===== src/rtl/stage1_fetch_pkg.sv =====
// Shared types and constants for the fetch stage.
// Defines the fetch FSM encoding, debug status codes and the bubble instruction.
package stage1_fetch_pkg;

  typedef logic [31:0] Addr;
  typedef logic [31:0] Data;
  typedef logic        Bool;
  typedef logic        Clock;

  typedef logic [2:0] FetchState;
  localparam FetchState FS_IDLE = 3'd0;
  localparam FetchState FS_REQ  = 3'd1;
  localparam FetchState FS_WAIT = 3'd2;
  localparam FetchState FS_BUF  = 3'd3;
  localparam FetchState FS_HALT = 3'd4;

  typedef logic DebugStatus;
  localparam DebugStatus DBG_OK         = 1'b0;
  localparam DebugStatus DBG_MISALIGNED = 1'b1;

  // addi x0,x0,0
  localparam Data NOP_INSTR = 32'h0000_0013;

endpackage


===== src/rtl/stage1_fetch.sv =====
// stage1_fetch: owns the fetch PC, keeps one imem request in flight and
// buffers one response that lands while decode is stalled.
// Ports: clk, reset (async, active-high); stall_in from decode;
//   jump_enable_in/jump_address_in redirect from execute;
//   imem_req_out/imem_addr_out/imem_gnt_in/imem_rvalid_in/imem_rdata_in;
//   instruction_out/pc_out/discard_out to decode; debug_out status.
// Optional macro FETCH_MISALIGN_CHECK_EN: a misaligned redirect target
//   reports MISALIGNED on debug_out and parks the stage in HALT.
module stage1_fetch #(
  parameter logic [31:0] RESET_PC  = 32'h0000_0000,
  parameter logic [31:0] NOP_INSTR = stage1_fetch_pkg::NOP_INSTR
) (
  input  logic        clk,
  input  logic        reset,
  input  logic        stall_in,
  input  logic        jump_enable_in,
  input  logic [31:0] jump_address_in,
  output logic        imem_req_out,
  output logic [31:0] imem_addr_out,
  input  logic        imem_gnt_in,
  input  logic        imem_rvalid_in,
  input  logic [31:0] imem_rdata_in,
  output logic [31:0] instruction_out,
  output logic [31:0] pc_out,
  output logic        discard_out,
  output logic        debug_out
);

  import stage1_fetch_pkg::*;

  FetchState state_q, state_d;
  Addr       fetch_pc_q, fetch_pc_d;
  Bool       kill_q, kill_d;
  Data       buf_q, buf_d;
  Addr       buf_pc_q, buf_pc_d;
  Data       instr_q, instr_d;
  Addr       pc_q, pc_d;
  Bool       discard_q, discard_d;
  Bool       hold;
  Bool       misalign;

  // Decode asserts stall during its own bubble; ignore it then.
  assign hold = stall_in && !discard_q;

  assign imem_req_out    = (state_q == FS_REQ);
  assign imem_addr_out   = fetch_pc_q;
  assign instruction_out = instr_q;
  assign pc_out          = pc_q;
  assign discard_out     = discard_q;

`ifdef FETCH_MISALIGN_CHECK_EN
  DebugStatus dbg_q, dbg_d;
  assign misalign  = jump_enable_in && (jump_address_in[1:0] != 2'b00);
  assign debug_out = dbg_q;
`else
  assign misalign  = 1'b0;
  assign debug_out = DBG_OK;
`endif

  always_comb begin
    state_d    = state_q;
    fetch_pc_d = fetch_pc_q;
    kill_d     = kill_q;
    buf_d      = buf_q;
    buf_pc_d   = buf_pc_q;
    instr_d    = instr_q;
    pc_d       = pc_q;
    discard_d  = discard_q;
`ifdef FETCH_MISALIGN_CHECK_EN
    dbg_d      = dbg_q;
`endif

    if (!hold) begin
      instr_d   = NOP_INSTR;
      discard_d = 1'b1;
    end
    if (jump_enable_in) begin
      instr_d    = NOP_INSTR;
      discard_d  = 1'b1;
      fetch_pc_d = jump_address_in;
    end

    unique case (state_q)
      FS_IDLE: state_d = FS_REQ;
      FS_REQ: begin
        if (imem_gnt_in) begin
          state_d = FS_WAIT;
          // Granted address is stale if a redirect lands now.
          kill_d  = jump_enable_in;
        end
      end
      FS_WAIT: begin
        if (imem_rvalid_in) begin
          if (kill_q || jump_enable_in) begin
            kill_d  = 1'b0;
            state_d = FS_REQ;
          end else if (hold) begin
            buf_d    = imem_rdata_in;
            buf_pc_d = fetch_pc_q;
            state_d  = FS_BUF;
          end else begin
            instr_d    = imem_rdata_in;
            pc_d       = fetch_pc_q;
            discard_d  = 1'b0;
            fetch_pc_d = fetch_pc_q + 32'd4;
            state_d    = FS_REQ;
          end
        end else if (jump_enable_in) begin
          kill_d = 1'b1;
        end
      end
      FS_BUF: begin
        if (jump_enable_in) begin
          state_d = FS_REQ;
        end else if (!hold) begin
          instr_d    = buf_q;
          pc_d       = buf_pc_q;
          discard_d  = 1'b0;
          fetch_pc_d = fetch_pc_q + 32'd4;
          state_d    = FS_REQ;
        end
      end
`ifdef FETCH_MISALIGN_CHECK_EN
      FS_HALT: state_d = FS_HALT;
`endif
      default: state_d = FS_IDLE;
    endcase

`ifdef FETCH_MISALIGN_CHECK_EN
    if (misalign) begin
      state_d = FS_HALT;
      kill_d  = 1'b0;
      dbg_d   = DBG_MISALIGNED;
    end
`endif
  end

  always_ff @(posedge clk or posedge reset) begin
    if (reset) begin
      state_q    <= FS_IDLE;
      fetch_pc_q <= RESET_PC;
      kill_q     <= 1'b0;
      buf_q      <= '0;
      buf_pc_q   <= '0;
      instr_q    <= NOP_INSTR;
      pc_q       <= '0;
      discard_q  <= 1'b1;
`ifdef FETCH_MISALIGN_CHECK_EN
      dbg_q      <= DBG_OK;
`endif
    end else begin
      state_q    <= state_d;
      fetch_pc_q <= fetch_pc_d;
      kill_q     <= kill_d;
      buf_q      <= buf_d;
      buf_pc_q   <= buf_pc_d;
      instr_q    <= instr_d;
      pc_q       <= pc_d;
      discard_q  <= discard_d;
`ifdef FETCH_MISALIGN_CHECK_EN
      dbg_q      <= dbg_d;
`endif
    end
  end

endmodule


===== config.mk =====
export PLATFORM = sky130hd
export DESIGN_NAME = stage1_fetch
export DESIGN_NICKNAME = d
export VERILOG_FILES = /design/src/rtl/stage1_fetch_pkg.sv /design/src/rtl/stage1_fetch.sv
export SDC_FILE = /design/constraint.sdc
export NUM_CORES = 1
export LEC_CHECK = 0
export CORE_UTILIZATION = 52
export CTS_BUF_LIST = sky130_fd_sc_hd__clkbuf_2 sky130_fd_sc_hd__clkbuf_4 sky130_fd_sc_hd__clkbuf_8
export DETAILED_ROUTE_END_ITERATION = 7
export PLACE_DENSITY = 0.81
export SYNTH_ARGS = -nofsm -noshare
export SYNTH_HDL_FRONTEND = slang
export SYNTH_SLANG_ARGS = --single-unit

===== constraint.sdc =====
create_clock -name clk -period 6.41 [get_ports clk]
set_input_delay 0.9615 -clock clk [delete_from_list [all_inputs] [get_ports clk]]
set_output_delay 0.9615 -clock clk [all_outputs]
set_load 0.01 [all_outputs]

======== Word level (Yosys, flattened, before mapping) ========
Index checks and enable logic that the tools add are counted.
word-level totals
  logic and storage cells ................. 71
  output and inout port bits .............. 99
  bits in registers ....................... 165
  input port bits ......................... 70
operators by class
  bitwise operators ....................... 1
  mux-type cells .......................... 39
  $add $sub $neg .......................... 1
  equal/unequal tests ..................... 12
  reduce and logical (&&, ||, !) cells .... 10
operators with widths
  cell                                                   count
  two-way mux 32 bit                                     17
  one-hot mux 32 bit (2 select lines)                    3
  adder 32 x 3 -> 32 bit, second input constant          1
  two-way mux 3 bit                                      4
  one-hot mux 3 bit (4 select lines)                     1
  two-way mux 1 bit                                      10
  inequality test 2 bit, second input constant           5
  inequality test 3 bit, second input constant           3
  AND reduction 4 bit                                    2
  == test 3 x 2 -> 1 bit, second input constant          2
  AND reduction 6 bit                                    1
  two-way mux 2 bit                                      2
  one-hot mux 1 bit (2 select lines)                     2
  nonzero test 2 bit                                     2
  == test 3 x 1 -> 1 bit, second input constant          1
  logical NOT 3 bit                                      1
  AND reduction 3 bit                                    1
  inequality test 2 x 1 -> 1 bit, second input constant  1
  logical AND 1 bit                                      1
  logical NOT 1 bit                                      1
  logical OR 1 bit                                       1
  NOT 1 bit                                              1

======== Logic depth before layout (Yosys ltp) ========
  word-level depth ........................ 8
  gate-level depth with buffers ........... 7
  mapped depth without buffers ............ 5

======== Worst setup path before layout ========
No wires, ideal clock.
  kind .................................... input to register
  start point ............................. input port stall_in
  end point ............................... register buf_q[0]
  arrival ................................. 2.257 ns
  stages on the path ...................... 5
  path buffers ............................ 2
  data required time ...................... 6.285 ns
  setup slack ............................. 4.028 ns
  setup time .............................. 0.125 ns
  cell sequence ........................... nand2b_1 > clkbuf_1 > nor4_4 > buf_2 > mux2_2
between the ends
  word-level cells in the longest chain between the ends .. 2
RTL lines
  what                                  RTL line             source
  start, declared                       stage1_fetch.sv:15   input logic stall_in,
  logical AND 1 bit                     stage1_fetch.sv:43   assign hold = stall_in && !discard_q;
  AND reduction 4 bit (no source line)  -
  end signal, assigned                  stage1_fetch.sv:155  buf_q <= buf_d;
  end, declared                         stage1_fetch.sv:34   Data buf_q, buf_d;
No other way between the ends.
A chain may end at the register's enable or synchronous reset.

======== Worst setup path after layout ========
  start point ............................. register state_q[0]
  end point ............................... output port imem_req_out
between the ends
  word-level cells in the longest chain between the ends .. 1
RTL lines
  what                    RTL line             source
  start, declared         stage1_fetch.sv:31   FetchState state_q, state_d;
  start signal, assigned  stage1_fetch.sv:152  state_q <= state_d;
  == test 3 x 1 -> 1 bit  stage1_fetch.sv:45   assign imem_req_out = (state_q == FS_REQ);
  end, declared           stage1_fetch.sv:18   output logic imem_req_out,
No other way between the ends.

==> flow_summary.toml <==
[yosys]
seq_area_frac_synth_pct = 54.5
synth-seq-cells = 164
synth.top_cell.area_share_pct = 53.1
yosysWarningCount = 0
ys_async_sr_fraction_pct = 100
avgSynthCellArea_um2 = 10.9
synth_top_area_cell = "dfrtp_1"
synthCells = 693
ys_types = 51
netlist_area_um2 = 7540
syn-num-nets = 764
ys.flop_type = "dfrtp_1"
synthTopCellsByArea = "dfrtp_1 53%, mux2_2 9.3%, nand2_1 4.7%, o21ai_0 4.6%, mux2i_1 4.4%"
synth_edf_count = 0

[floorplan]
core_um2 = 14000
start_util_pct = 53.9
die_y_um = 122
die_x_um = 122
dieArea_um2 = 15000
core.rowCount = 43
pin_count = 169

[sta]
slew_viol_final = 0
timing.fmax_mhz = 343
max_slew_margin_pct = 27.1
rsz0062_at_grt = "false"
setup_viol = 0
worst_pin_slew_ns = 1.09
period_share_pct = 45.4
final.setup.tns_ns = 0
finClkSkew_ns = 0.00865
post-route-min-period_ns = 2.91
finalHoldViolCount = 0

[critical_path]
worstReg2RegEnd = "instruction_out[0]"
regToRegSetupSlack_ns = 3.90
slowest_delay_ns = 0.62
path_class = "register to output pin"
cp.arrival_ns = 1.95
r2r-start = "state_q[1]"
slowest_stage = "dfrtp_1"
rr_worst_depth = 5
worstPathCellList = "nor2b_1 > clkdlybuf4s50_1"
worstPathRequired_ns = 5.45
start_kind = "register"
cp_max_fo = 12
end_kind = "output pin"

[route]
wl_per_cell_um = 17.9
via_count = 6063
drc = 0
ant_nets = 0
drt_wl_total_mm = 18.5
drt_pass1_iterations = 5
first_iter_violations = 399
viasPerCell = 5.89

[cts]
cts_root_buffer = "clkbuf_8"
clkSlewWorstSetupHoldPaths_ns = 0.08
hold_buffers = 0
clk_latency_ns = 0.45
numCtsBuffers = 17
postCtsSetupBuffers = 0
h-tree-depth = 4
cts_resized = 0
numClockSinks = 164
clockBufferDepth = 2
cts_tree = "yes"

[placement]
hpwl_mm = 12.3
port_buffers = 167
finalWeightedCongestion = 0.765

[global_routing]
overflow = 0
grt_use_total_pct = 25.7
grt_pass1_wl_mm = 29.5
grt_max_degree = 105
antenna_found_initial = 0
grt_pass1_vias = 5848

[power_and_ir_drop]
vdd_ir_drop_max_mv = 0.150
total_power_w = 0.00297
p_per_area_nw_per_um2 = 307
power_leakage_nw = 4.20

[worst_hold_path]
hold_start = "pc_out[24]"
hp-class = "register to register"
min_path_cells = 2
holdPathEnd = "pc_out[24]"

[cells_and_area]
layout-drive-gt1-share_pct = 14.5
multiInputGateArea_um2 = 3230
layout_commonest_cell = "clkdlybuf4s50_1"
syn_to_final_growth_pct = 28.6
final_cell_mix = "166 x clkdlybuf4s50_1, 160 x dfrtp_1, 93 x nand2_1, 70 x o21ai_0, 62 x mux2_2"
antenna_cells = 0
finalNetCount = 908
fillerInstances = 1015
final-seq-area_um2 = 4110

[status]
run_status = "finished, final reports clean"

[run]
cap_violations = 0
==> layout make-up <==
type                       count  area share, %
multi-input combinational    470           33.3
inverter                       7          0.322
clock inverter                10          0.851
clock buffer                  21           2.92
timing repair buffer         177           18.0
sequential                   164           42.4
tap                          180           2.32
==> worst max-delay path by stage <==
stage / start / to / slack (ns)
global route: state_q[0] / imem_req_out / 3.41
CTS: state_q[0] / imem_req_out / 3.50
floorplan: reset / buf_pc_q[0] / 1.02
finish: state_q[0] / imem_req_out / 3.50
detailed placement: stall_in / imem_addr_out[13] / 3.16
global placement: stall_in / imem_addr_out[13] / 3.21
==> critical path, delay by kind of cell (launching register included) <==
family,cells,cell delay (ns)
flops,1,0.62
simple gates,1,0.28
buf+inv,1,0.60
==> sequential cells by signal, summed over array words and instances, names as in the netlist <==
register         cells
imem_addr_out       32
instruction_out     32
buf_pc_q            32
state_q              2
buf_q               32
discard_out          1
pc_out              32
kill_q               1
==> synthesized netlist by cell type, drive strengths merged, types with 14 or more instances <==
library cell  instances
a22oi                37
buf                  14
clkbuf               38
dfrtp               160
mux2                 66
mux2i                33
nand2                94
nand3                16
nor2                 21
o21ai                70
o31ai                14
==> metrics by stage <==
stage | setup WS, ns | cells | utilization [%] | hold WS, ns | cell area (um^2)
2_1_floorplan | 1.02 | 693 | - | 0.457 | 7540
3_3_place_gp | 3.21 | 998 | 66.7 | 0.460 | 9330
3_5_place_dp | 3.16 | 998 | 66.7 | 0.471 | 9330
4_1_cts | 3.50 | 1029 | 69.3 | 0.489 | 9700
5_1_grt | 3.41 | 1029 | 69.3 | 0.506 | 9700
6_report | 3.50 | 1029 | 69.3 | 0.481 | 9700
==> power by group <==
part           internal (W)  switching, W
logic              0.000464      0.000429
clock network      0.000335      0.000360
registers           0.00123      0.000161
total               0.00202      0.000950
==> kinds of logic (layout without fill, tap and decap cells) <==
logic type	after synthesis	count (layout)	synth area share (%)
AOI/OAI and AO/OA	166	166	14.4
xor gates and xnor gates	2	2	0.232
adders and majority gates	1	1	0.166
buffers and inverters	59	215	3.12
DFF	164	164	54.5
muxes	99	99	14.2
other	1	1	0.0497
and+or+nand+nor	201	201	13.3
==> layer usage <==
metal  track usage [%]  vias to the layer above  wire, um
met4              11.4                        0       472
li1                  -                     2824         -
met5                 0                        -         0
met1              34.0                     2946      7980
met3              6.51                       36      1290
met2              40.0                      257      8730
Power figures use the tool's default switching activity.
